<file path="config.mk">
export PLATFORM = sky130hd
export DESIGN_NAME = nokia_frame_streamer
export DESIGN_NICKNAME = d
export VERILOG_FILES = /design/src/rtl/nokia_frame_streamer.sv
export SDC_FILE = /design/constraint.sdc
export NUM_CORES = 1
export LEC_CHECK = 0
export BUFFER_PORTS_ARGS = -buffer_cell sky130_fd_sc_hd__buf_2
export CORE_UTILIZATION = 47
export CTS_CLUSTER_DIAMETER = 120
export DETAILED_ROUTE_END_ITERATION = 12
export PLACE_DENSITY = 0.74
export SLEW_MARGIN = 20
export SYNTH_ARGS = -nofsm -noshare
export SYNTH_HDL_FRONTEND = slang
export SYNTH_SLANG_ARGS = --single-unit
</file>
<file path="constraint.sdc">
create_clock -name clk -period 2.3 [get_ports clk]
set_clock_uncertainty 0.1 [all_clocks]
set_input_delay 0.69 -clock clk [delete_from_list [all_inputs] [get_ports clk]]
set_output_delay 0.69 -clock clk [all_outputs]
set_load 0.02 [all_outputs]
</file>
<file path="src/rtl/nokia_frame_streamer.sv">
// PCD8544 (Nokia 5110) frame streamer: LCD reset + init, then streams
// 84x48 frame-buffer columns as 504 bytes over the 3-wire+DC serial link.
//
// Ports:
//   clk, rst             system clock, synchronous active-high reset
//   start, ready         frame request (taken in IDLE) / idle indicator
//   frame_done           one-cycle pulse after the last data byte
//   bram_rd_en/addr      column read strobe and index 0..83
//   bram_data/valid      48-bit column word (bit 0 = top), valid strobe
//   lcd_*                PCD8544 pins (rst_n, ce_n, dc, sclk, din)
//
// Build option: NOKIA_AUTO_REFRESH_EN makes IDLE restart a frame on the
// next cycle without waiting for start.
module nokia_frame_streamer #(
  parameter int         CLK_DIV    = 4,
  parameter int         RST_CYCLES = 16,
  parameter logic [6:0] VOP        = 7'h31
) (
  input  logic        clk,
  input  logic        rst,
  input  logic        start,
  output logic        ready,
  output logic        frame_done,
  output logic        bram_rd_en,
  output logic [6:0]  bram_rd_addr,
  input  logic [47:0] bram_data,
  input  logic        bram_valid,
  output logic        lcd_rst_n,
  output logic        lcd_ce_n,
  output logic        lcd_dc,
  output logic        lcd_sclk,
  output logic        lcd_din
);

  localparam int DW = (CLK_DIV > 1) ? $clog2(CLK_DIV) : 1;
  localparam int RW = (RST_CYCLES > 1) ? $clog2(RST_CYCLES) : 1;

  typedef enum logic [3:0] {
    S_LCD_RST,
    S_LCD_WAIT,
    S_INIT,
    S_IDLE,
    S_HDR,
    S_FETCH,
    S_WAIT_VALID,
    S_SEND,
    S_DONE
  } state_t;

  state_t state, nxt;

  logic [RW-1:0] rst_cnt;
  logic [DW-1:0] div_cnt;
  logic [4:0]    phase;
  logic [2:0]    idx;
  logic [6:0]    col;
  logic [2:0]    bank;
  logic [7:0]    data_byte;
  logic [7:0]    init_byte;
  logic [7:0]    bank_byte;
  logic [7:0]    tx_byte;

  logic rst_done;
  logic tx_on;
  logic div_end;
  logic byte_done;
  logic shifting;
  logic last_col;
  logic last_bank;

  assign rst_done  = rst_cnt == RW'(RST_CYCLES - 1);
  assign tx_on     = state inside {S_INIT, S_HDR, S_SEND};
  assign div_end   = div_cnt == DW'(CLK_DIV - 1);
  // phase 0..15: low/high half-bits, phase 16: inter-byte gap
  assign byte_done = (phase == 5'd16) && div_end;
  assign shifting  = tx_on && !phase[4];
  assign last_col  = col == 7'd83;
  assign last_bank = bank == 3'd5;

`ifdef NOKIA_AUTO_REFRESH_EN
  logic unused_start;
  assign unused_start = start;
`endif

  always_ff @(posedge clk) begin
    if (rst) state <= S_LCD_RST;
    else     state <= nxt;
  end

  always_comb begin
    nxt = state;
    unique case (state)
      S_LCD_RST:  if (rst_done) nxt = S_LCD_WAIT;
      S_LCD_WAIT: if (rst_done) nxt = S_INIT;
      S_INIT:
        if (byte_done && idx == 3'd5) nxt = S_IDLE;
      S_IDLE: begin
`ifdef NOKIA_AUTO_REFRESH_EN
        nxt = S_HDR;
`else
        if (start) nxt = S_HDR;
`endif
      end
      S_HDR:
        if (byte_done && idx == 3'd1) nxt = S_FETCH;
      S_FETCH:      nxt = S_WAIT_VALID;
      S_WAIT_VALID: if (bram_valid) nxt = S_SEND;
      S_SEND:
        if (byte_done)
          nxt = (last_col && last_bank) ? S_DONE : S_FETCH;
      S_DONE:       nxt = S_IDLE;
      default:      nxt = S_LCD_RST;
    endcase
  end

  always_ff @(posedge clk) begin
    if (rst) begin
      rst_cnt   <= '0;
      div_cnt   <= '0;
      phase     <= '0;
      idx       <= '0;
      col       <= '0;
      bank      <= '0;
      data_byte <= '0;
    end else begin
      if ((state == S_LCD_RST || state == S_LCD_WAIT) && !rst_done)
        rst_cnt <= rst_cnt + RW'(1);
      else
        rst_cnt <= '0;

      if (!tx_on || byte_done) begin
        div_cnt <= '0;
        phase   <= '0;
      end else if (div_end) begin
        div_cnt <= '0;
        phase   <= phase + 5'd1;
      end else begin
        div_cnt <= div_cnt + DW'(1);
      end

      // command index shared by INIT and HDR, cleared on state exit
      if (!(state == S_INIT || state == S_HDR))
        idx <= '0;
      else if (byte_done)
        idx <= (nxt == state) ? idx + 3'd1 : 3'd0;

      if (state == S_IDLE) begin
        col  <= '0;
        bank <= '0;
      end else if (state == S_SEND && byte_done) begin
        if (last_col) begin
          col  <= '0;
          bank <= bank + 3'd1;
        end else begin
          col <= col + 7'd1;
        end
      end

      if (state == S_WAIT_VALID && bram_valid)
        data_byte <= bank_byte;
    end
  end

  always_comb begin
    init_byte = 8'h00;
    unique case (idx)
      3'd0:    init_byte = 8'h21;
      3'd1:    init_byte = {1'b1, VOP};
      3'd2:    init_byte = 8'h04;
      3'd3:    init_byte = 8'h14;
      3'd4:    init_byte = 8'h20;
      3'd5:    init_byte = 8'h0C;
      default: init_byte = 8'h00;
    endcase
  end

  always_comb begin
    bank_byte = 8'h00;
    unique case (bank)
      3'd0:    bank_byte = bram_data[7:0];
      3'd1:    bank_byte = bram_data[15:8];
      3'd2:    bank_byte = bram_data[23:16];
      3'd3:    bank_byte = bram_data[31:24];
      3'd4:    bank_byte = bram_data[39:32];
      3'd5:    bank_byte = bram_data[47:40];
      default: bank_byte = 8'h00;
    endcase
  end

  always_comb begin
    tx_byte = data_byte;
    unique case (1'b1)
      state == S_INIT: tx_byte = init_byte;
      state == S_HDR:  tx_byte = idx[0] ? 8'h80 : 8'h40;
      default:         tx_byte = data_byte;
    endcase
  end

  assign lcd_rst_n    = state != S_LCD_RST;
  assign lcd_ce_n     = !shifting;
  assign lcd_sclk     = shifting && phase[0];
  assign lcd_din      = shifting && tx_byte[3'd7 - phase[3:1]];
  assign lcd_dc       = state == S_SEND;
  assign ready        = state == S_IDLE;
  assign frame_done   = state == S_DONE;
  assign bram_rd_en   = state == S_FETCH;
  assign bram_rd_addr = col;

endmodule

</file>
==> flow_summary.toml, run 1 <==
[status]
status = "complete, but fails checks"
violations = "negative setup slack"

[timing]
rsz0062_at_grt = "yes"
maxSlewViolCount = 0
setup_viol = 3
maxSlewHeadroom = 0.694
fin_crit_ns = 2.96
layout_setup_ws_ns = -0.656
tightest_slew_ns = 0.459
timing.fmax_mhz = 338
min_period_over_period = 1.29
hold_violations = 0

[floorplanning]
fp-row-count = 25
fp.dieW_um = 72.4
io_pins = 67
start_util = 0.490
die_area_sq_um = 5240
die_h_um = 72.4
coreArea_sq_um = 4750

[worst_setup_path]
setup.worst_path.end_class = "output port"
rr_startpoint = "phase[1]"
timing.critical_path.to = "lcd_din"
r2r_cells = 7
required_ns = 1.51
critPathArrivalTime_ns = 2.17
startpoint = "state[0]"
crit_type = "reg -> out"
critPathLaunchType = "register"
reg2reg_setup_slack_ns = 0.19
r2r_end = "div_cnt[1]"
crit_fanout = 4

[yosys]
synth-main-ff-cell = "dfxtp_1"
synth_edf_count = 0
syn-cell-area_sq_um = 2330
avgSynthCellArea_sq_um = 8.32
async_reset_ff_frac = 0
synthTopCellsByArea = "dfxtp_1 31%, ha_1 8.1%, nor2_1 5.6%, mux2_2 5.3%, a222oi_1 3.4%"
netlist.area_leader.share = 0.309
synthDistinctLibCells = 50
yosysMostFrequentCell = "dfxtp_1"
ys_seq_elements = 36
syn-num-nets = 347
synth_top_area_cell = "dfxtp_1"
netlist_top_cells_count = "36 x dfxtp_1, 35 x nor2_1, 18 x nand2_1"
syn_inst = 280
ys_seq_area_frac = 0.309
ys_warn_count = 0

[layout]
layout.nets = 431
fin_util = 0.637
layout-drive-gt1-share = 0.359
diodes = 0
area_delta_synth_final_pct = 30.1

[routing]
wire_per_inst_um = 14.1
viasPerCell = 5.58
num_vias = 2410
drc_errors = 0
drtIter0Drc = 213
ant_nets = 0
drtPass1Iterations = 8
wl_mm = 6.09

[global_routing]
grt_max_degree = 17
grt_usage = 0.248
grt_pass1_wl_mm = 10.2
antenna_found_initial = 0
gr-total-overflow = 0
grt_pass1_vias = 2241

[min_path]
hp-class = "reg -> reg"

[clock_network]
clk_pin_slew_ns = 0.07
cts_root_buffer = "clkbuf_8"
cts_tree = "yes"
htreeDepth = 2
cts_buffer_depth = 2
insertion_delay_ns = 0.29
cts.sinks = 36
postCtsHoldBufs = 0
cts_buffers = 5

[job]
cap_violations = 0

[placed_design]
gp_congestion = 0.912
dp_slack_ns = -0.376
portBuffers = 66
dp_hpwl_mm = 4.65

[pwr]
p_per_area_nw_per_um2 = 382
leakage_nw = 1.28
ir_drop_mv = 0.379
-- worst min-delay path by stage --
stage	start	endpoint	slack, ns	cells after the start
after floorplan	div_cnt[0]	div_cnt[0]	0.30	1
after global placement	div_cnt[0]	div_cnt[0]	0.32	1
after detailed placement	div_cnt[0]	div_cnt[0]	0.32	1
after CTS	div_cnt[0]	div_cnt[0]	0.33	1
after global routing	div_cnt[0]	div_cnt[0]	0.35	1
final	div_cnt[0]	div_cnt[0]	0.33	1
-- through the flow --
stage / area [sq um] / TNS, ns / total power [mW] / std cells / hold WS, ns
2_1_floorplan: 2340 / -0.323 / 0.674 / 280 / 0.304
6_report: 3030 / -1.58 / 1.16 / 432 / 0.329
5_1_grt: 3030 / -1.80 / 1.21 / 432 / 0.352
3_3_place_gp: 2890 / -0.673 / 0.721 / 423 / 0.315
4_1_cts: 3000 / -1.55 / 1.16 / 431 / 0.333
3_5_place_dp: 2890 / -0.773 / 0.722 / 423 / 0.322
-- flip-flops by register name, summed over array words and instances, names as in the netlist --
signal and flops:
bank 3, bram_rd_addr 7, data_byte 8, div_cnt 2, idx 3, phase 5, rst_cnt 4, state 4
-- timing repair --
item | 4_1_cts | 5_1_grt
resized for setup | 9 | 5
pin swaps | 0 | 0
endpoints found under the setup margin | 3 | 5
hold endpoints to repair | 0 | 0
setup buffers | 0 | 1
-- cell usage in the layout (no fill, tap or decap), types with 3 or more instances in the layout --
cell / Yosys / routed
buf_2: 6 / 63
nor2_1: 35 / 33
dfxtp_1: 36 / 33
buf_4: 1 / 32
nand2_1: 18 / 18
o21ai_0: 15 / 15
ha_1: 15 / 15
inv_1: 11 / 11
mux2_2: 11 / 11
xor2_1: 9 / 9
a21oi_1: 9 / 8
a222oi_1: 8 / 8
o211ai_1: 6 / 6
nand4_1: 6 / 6
nand2b_1: 5 / 5
and3_1: 5 / 5
xnor2_1: 5 / 5
mux2i_1: 5 / 5
nor3_1: 7 / 5
a22oi_1: 5 / 5
clkbuf_8: 0 / 5
nor3b_1: 4 / 4
nor2b_1: 4 / 4
nand3_1: 4 / 4
or2_2: 3 / 3
a311oi_1: 3 / 3
buf_6: 0 / 3
dfxtp_2: 0 / 3
-- metal layers --
layer	part of all wire	global-route usage	wire length [um]	up-vias
met5	0	0	0	-
met4	0.013	0.0675	79	0
met3	0.063	0.0389	383	8
met2	0.48	0.427	2950	105
met1	0.44	0.322	2680	1112
li1	-	-	-	1185
-- critical path, stage by stage, from the launching register on --
cell and delay [ns]:
dfxtp_2 0.34, or4b_4 0.56, or3_4 0.34, a21oi_2 0.11, o22ai_1 0.09, a221oi_2 0.26, buf_4 0.18
-- final cells by class --
cell class / instances / area (sq um)
clock buffers: 7 / 76.3
flip-flops and latches: 36 / 724
fillers: 439 / 1720
well taps: 67 / 83.8
multi-input cells: 212 / 1510
inverters: 11 / 41.3
repair buffers: 98 / 589
clock inverters: 1 / 8.76
-- power by group --
part | internal, mW | total, mW | switching, mW
Combinational | 0.0482 | 0.0779 | 0.0297
Clock | 0.216 | 0.450 | 0.233
Sequential | 0.628 | 0.631 | 0.00317
-- kinds of logic (layout without fill, tap and decap cells) --
logic type | Yosys count | after routing | synth area share
buffers and inverters | 32 | 117 | 0.0564
AND/OR/NAND/NOR | 103 | 103 | 0.226
adder cells (fa/ha/maj) | 15 | 15 | 0.0806
XOR/XNOR | 14 | 14 | 0.0526
AO/OA/AOI/OAI | 64 | 64 | 0.201
multiplexers | 16 | 16 | 0.0747
flip-flops | 36 | 36 | 0.309
No activity file was read; power rests on OpenSTA's default activity.
==> inputs of run 2 (changes only) <==
--- a/config.mk
+++ b/config.mk
@@ -5,6 +5,7 @@
 export SDC_FILE = /design/constraint.sdc
 export NUM_CORES = 1
 export LEC_CHECK = 0
+export ABC_AREA = 1
 export BUFFER_PORTS_ARGS = -buffer_cell sky130_fd_sc_hd__buf_2
 export CORE_UTILIZATION = 47
 export CTS_CLUSTER_DIAMETER = 120
==> run 2 against run 1 <==
Net effect:
- the flow still finishes with violations (negative setup slack)
- flip-flop and latch count is the same
- clock power grew 25%
- worst hold slack gained 0.0021 ns
- clock-buffer cell count shrank 2
- synthesized area grew 2.4%
- critical path type unchanged
- largest cell class unchanged
==> flow_summary.toml, run 2 <==
[status]
status = "complete, but fails checks"
violations = "negative setup slack"

[clock_network]
cts_root_buffer = "clkbuf_8"
cts_buffers = 5
htreeDepth = 2
cts_tree = "yes"
cts.sinks = 36
clk_pin_slew_ns = 0.08
postCtsHoldBufs = 0
cts_buffer_depth = 2
insertion_delay_ns = 0.29

[yosys]
async_reset_ff_frac = 0
syn-cell-area_sq_um = 2380
ys_seq_area_frac = 0.302
ys_seq_elements = 36
synth_top_area_cell = "dfxtp_1"
synthDistinctLibCells = 38
synth-main-ff-cell = "dfxtp_1"
synthTopCellsByArea = "dfxtp_1 30%, nand2_1 13%, ha_1 7.9%, inv_1 6.5%, nor2_1 6.1%"
syn_inst = 350
netlist_top_cells_count = "80 x nand2_1, 41 x inv_1, 39 x nor2_1"
ys_warn_count = 0
yosysMostFrequentCell = "nand2_1"
syn-num-nets = 417
synth_edf_count = 0
netlist.area_leader.share = 0.302
avgSynthCellArea_sq_um = 6.81

[layout]
final_cell_mix = "78 x nand2_1, 64 x buf_2, 38 x nor2_1, 37 x inv_1, 29 x dfxtp_1"
area_delta_synth_final_pct = 28.6
final_common_cell = "nand2_1"
largest_register_ffs = 8
fill_cells = 492
largest-register = "data_byte"
final_cells = 498
layout-drive-gt1-share = 0.304
layout.nets = 497
diodes = 0

[floorplanning]
die_h_um = 73.2
fp-row-count = 25
start_util = 0.495
die_area_sq_um = 5360
coreArea_sq_um = 4820
io_pins = 67
fp.dieW_um = 73.2

[worst_setup_path]
r2r_cells = 11
critPathArrivalTime_ns = 1.70
critPathLaunchType = "register"
crit_type = "reg -> out"
required_ns = 1.51
setup.worst_path.end_class = "output port"
crit_fanout = 5

[placed_design]
place_inst = 487
dp_hpwl_mm = 5.01
gp_congestion = 0.941
portBuffers = 66

[pwr]
total_power_mw = 1.26
leakage_nw = 1.43
ir_drop_mv = 0.405
p_per_area_nw_per_um2 = 410

[global_routing]
grt_usage = 0.260
gr-total-overflow = 0
grt_max_degree = 13
antenna_found_initial = 0
grt_pass1_wl_mm = 10.7
grt_pass1_vias = 2565

[job]
cap_violations = 0

[routing]
wire_per_inst_um = 12.9
num_vias = 2580
drc_errors = 0
drtPass1Iterations = 6
wl_mm = 6.43
drtIter0Drc = 173
ant_nets = 0
viasPerCell = 5.18

[timing]
maxSlewViolCount = 0
layout_setup_ws_ns = -0.191
hold_violations = 0
maxSlewHeadroom = 0.594
min_period_over_period = 1.08
timing.fmax_mhz = 401
setup_viol = 2
tightest_slew_ns = 0.607
rsz0062_at_grt = "yes"
fin_crit_ns = 2.49

[min_path]
hp-class = "reg -> reg"
holdPathStages = 1
run 2: changes by cell type after synthesis, moves of 6 or more:
| cell | previous run | this run |
|---|---|---|
| xor2_1 | 9 | 3 |
| nand2_1 | 18 | 80 |
| clkbuf_1 | 13 | 2 |
| inv_1 | 11 | 41 |
| a41oi_1 | 0 | 6 |
| a222oi_1 | 8 | 0 |
| mux2_2 | 11 | 0 |
| a21oi_1 | 9 | 24 |
| nand3_1 | 4 | 27 |
| inv_2 | 0 | 6 |
run 2: worst max-delay path: stages, from the launching register on:
cell     delay, ns
dfxtp_4       0.40
ha_4          0.15
ha_4          0.12
inv_1         0.03
a21oi_1       0.13
a21oi_1       0.07
nand3_1       0.07
nand3_1       0.08
nand2_1       0.07
nand2_1       0.06
nor2_1        0.09
buf_4         0.14
run 2: worst paths after layout:
kind                            slack [ns]    endpoint       start
worst min-delay path                  0.33  div_cnt[0]  div_cnt[0]
worst max-delay path                 -0.19     lcd_din      idx[0]
worst max register to register        0.28      idx[2]    phase[1]
worst min register to register        0.33  div_cnt[0]  div_cnt[0]
run 2: area by class of cell:
type | instances | area, sq um | share of cell area
Sequential cell | 36 | 737 | 0.240
Tap cell | 67 | 83.8 | 0.0273
Timing Repair Buffer | 80 | 440 | 0.144
Clock inverter | 3 | 42.5 | 0.0139
Clock buffer | 5 | 68.8 | 0.0224
Multi-Input combinational cell | 259 | 1510 | 0.491
Inverter | 48 | 188 | 0.0612
run 2: routing by layer:
metal,vias up,GRT usage,routed length [um]
met1,1181,0.310,2750
met2,74,0.451,3190
met5,-,0,0
met3,9,0.0539,382
li1,1316,-,-
met4,0,0.111,99
run 2: report_power, final:
part | internal (mW) | switching (mW) | leakage, nW
combinational | 0.0384 | 0.0285 | 1.08
clock | 0.321 | 0.243 | 0.0541
sequential | 0.624 | 0.00306 | 0.295
run 2: kinds of logic after synthesis:
logic type	after synthesis	synth area share
xor gates and xnor gates	4	0.0147
buffers and inverters	55	0.0923
AOI/OAI and AO/OA	62	0.161
DFF	36	0.302
adders and majority gates	15	0.0787
and+or+nand+nor	178	0.352
run 2: repair_timing:
item,4_1_cts,5_1_grt
gates cloned,0,0
resized for setup,27,9
setup endpoints to repair,2,3
setup buffers,1,2
hold endpoints to repair,0,0
pin swaps,9,7
run 2: per-stage QoR:
step                      setup TNS [ns]  setup slack (ns)   util  instance area [sq um]  hold WS (ns)
after floorplan                        0            0.0473      -                   2380         0.304
after global placement                 0           0.00631  0.590                   2840         0.313
after CTS                         -0.200            -0.200  0.629                   3030         0.334
after detailed placement         -0.0216           -0.0216  0.590                   2840         0.322
after global routing              -0.491            -0.353  0.637                   3070         0.359
final                             -0.192            -0.191  0.637                   3070         0.331
==> inputs of run 3 (changes only) <==
--- a/config.mk
+++ b/config.mk
@@ -6,7 +6,7 @@
 export NUM_CORES = 1
 export LEC_CHECK = 0
 export ABC_AREA = 1
-export BUFFER_PORTS_ARGS = -buffer_cell sky130_fd_sc_hd__buf_2
+export BUFFER_PORTS_ARGS = -buffer_cell sky130_fd_sc_hd__clkbuf_2
 export CORE_UTILIZATION = 47
 export CTS_CLUSTER_DIAMETER = 120
 export DETAILED_ROUTE_END_ITERATION = 12
==> run 3 against run 2 <==
Net effect:
- the run still ends with negative setup slack left
- global-route usage is 0.26 points lower
- clock-buffer cell count is 1 higher
- critical path depth is 1 lower
- combinational power hardly changed
- worst hold slack worse by 0.0041 ns
- utilization is 0.44 points higher
- first-iteration DRC count is 6.9% lower
- largest power group unchanged
==> flow_summary.toml, run 3 (synthesized netlist as in run 2, its figures left out) <==
[pwr]
p_per_area_nw_per_um2 = 402
ir_drop_mv = 0.417
leakage_nw = 1.45

[clock_network]
cts_buffer_depth = 2
cts_tree = "yes"
htreeDepth = 2
insertion_delay_ns = 0.29
cts_buffers = 5
cts_root_buffer = "clkbuf_8"
clk_pin_slew_ns = 0.07
cts.sinks = 36

[placed_design]
portBuffers = 66
gp_congestion = 0.934
place_inst = 490
dp_hpwl_mm = 4.93
dp_slack_ns = -0.0540

[timing]
maxSlewHeadroom = 0.636
timing.hold.ws_ns = 0.327
timing.fmax_mhz = 398
fin_crit_ns = 2.51
rsz0062_at_grt = "yes"
min_period_over_period = 1.09
hold_violations = 0
fin_setup_tns_ns = -0.211
maxSlewViolCount = 0
layout_setup_ws_ns = -0.211
tightest_slew_ns = 0.544
setup_viol = 1

[routing]
drtIter0Drc = 161
ant_nets = 0
drc_errors = 0
viasPerCell = 5.13
num_vias = 2572
drtPass1Iterations = 5
wl_mm = 6.36
wire_per_inst_um = 12.7

[worst_setup_path]
rr_startpoint = "phase[1]"
r2r_end = "idx[1]"
reg2reg_setup_slack_ns = 0.28
r2r_cells = 10
crit_fanout = 3
critPathLaunchType = "register"
crit_type = "reg -> out"
crit_path_max_incr_delay_ns = 0.39
required_ns = 1.51
cp_cell_sequence = "inv_4 -> ha_4 -> buf_4 -> o21ai_1 -> o2111ai_1 -> nand3_1 -> nand2_1 -> nand2_1 -> nor2_1 -> buf_4"
crit_slowest_cell = "dfxtp_4"
setup.worst_path.end_class = "output port"
critPathArrivalTime_ns = 1.72

[floorplanning]
start_util = 0.495
fp.dieW_um = 73.2
fp-row-count = 25
coreArea_sq_um = 4820
die_area_sq_um = 5360
die_h_um = 73.2
io_pins = 67

[min_path]
holdPathStages = 1
hp-class = "reg -> reg"
hp-start = "div_cnt[0]"
min_to = "div_cnt[0]"

[layout]
layout.nets = 500
final_common_cell = "nand2_1"
layout-drive-gt1-share = 0.316
largest_register_ffs = 8
final_cells = 501
diodes = 0
area_delta_synth_final_pct = 29.5
fill_cells = 449
largest-register = "data_byte"
final_cell_mix = "78 x nand2_1, 64 x clkbuf_2, 37 x inv_1, 37 x nor2_1, 28 x dfxtp_1"

[global_routing]
grt_max_degree = 13
grt_pass1_wl_mm = 10.8
grt_pass1_vias = 2529
grt_usage = 0.257
antenna_found_initial = 0
gr-total-overflow = 0

[job]
cap_violations = 0

[status]
status = "complete, but fails checks"
violations = "negative setup slack"
==> run 3: final cells by class <==
class                      instances  area [sq um]  area share
multi-input combinational        259          1510       0.489
sequential                        36           736       0.238
timing repair buffer              83           467       0.151
inverter                          48           183      0.0592
tap                               67          83.8      0.0271
clock buffer                       6          72.6      0.0235
clock inverter                     2          35.0      0.0113
==> run 3: what timing repair did <==
action	4_1_cts	5_1_grt
pin swaps	4	10
gates cloned	0	0
endpoints found under the setup margin	2	6
resized for setup	18	20
hold buffers	0	0
setup buffers	2	1
==> run 3: power by group <==
group          internal [mW]  switching (mW)  leakage [nW]
sequential             0.625         0.00306         0.295
clock                  0.322           0.224        0.0552
combinational         0.0387          0.0284          1.10
total                  0.986           0.256          1.45
==> run 3: metrics by stage <==
| step | area [sq um] | util | power, mW |
|---|---|---|---|
| finish | 3090 | 0.641 | 1.24 |
| floorplan | 2380 | - | 0.663 |
| global placement | 2860 | 0.595 | 0.710 |
| global route | 3090 | 0.641 | 1.29 |
| CTS | 3020 | 0.627 | 1.25 |
| detailed placement | 2860 | 0.595 | 0.712 |
==> run 3: worst max-delay path by stage <==
stage	start	end	slack, ns	cells after the start
detailed placement	idx[0]	lcd_din	-0.05	10
global route	idx[1]	lcd_din	-0.31	10
global placement	idx[0]	lcd_din	-0.003	10
CTS	idx[1]	lcd_din	-0.23	11
finish	idx[1]	lcd_din	-0.21	10
floorplan	state[1]	lcd_din	0.05	10
==> run 3: metal layers <==
layer	up-vias	part of all wire	GRT usage
li1	1321	-	-
met5	-	0	0
met1	1167	0.45	0.322
met4	0	0.011	0.0610
met2	73	0.49	0.461
met3	11	0.051	0.0387
==> run 3: critical path, delay by kind of cell (launching register included) <==
family	cells	cell delay, ns
DFF	1	0.39
buffers and inverters	3	0.33
AOI/OAI and AO/OA	2	0.31
and+or+nand+nor	4	0.27
adders and majority gates	1	0.15
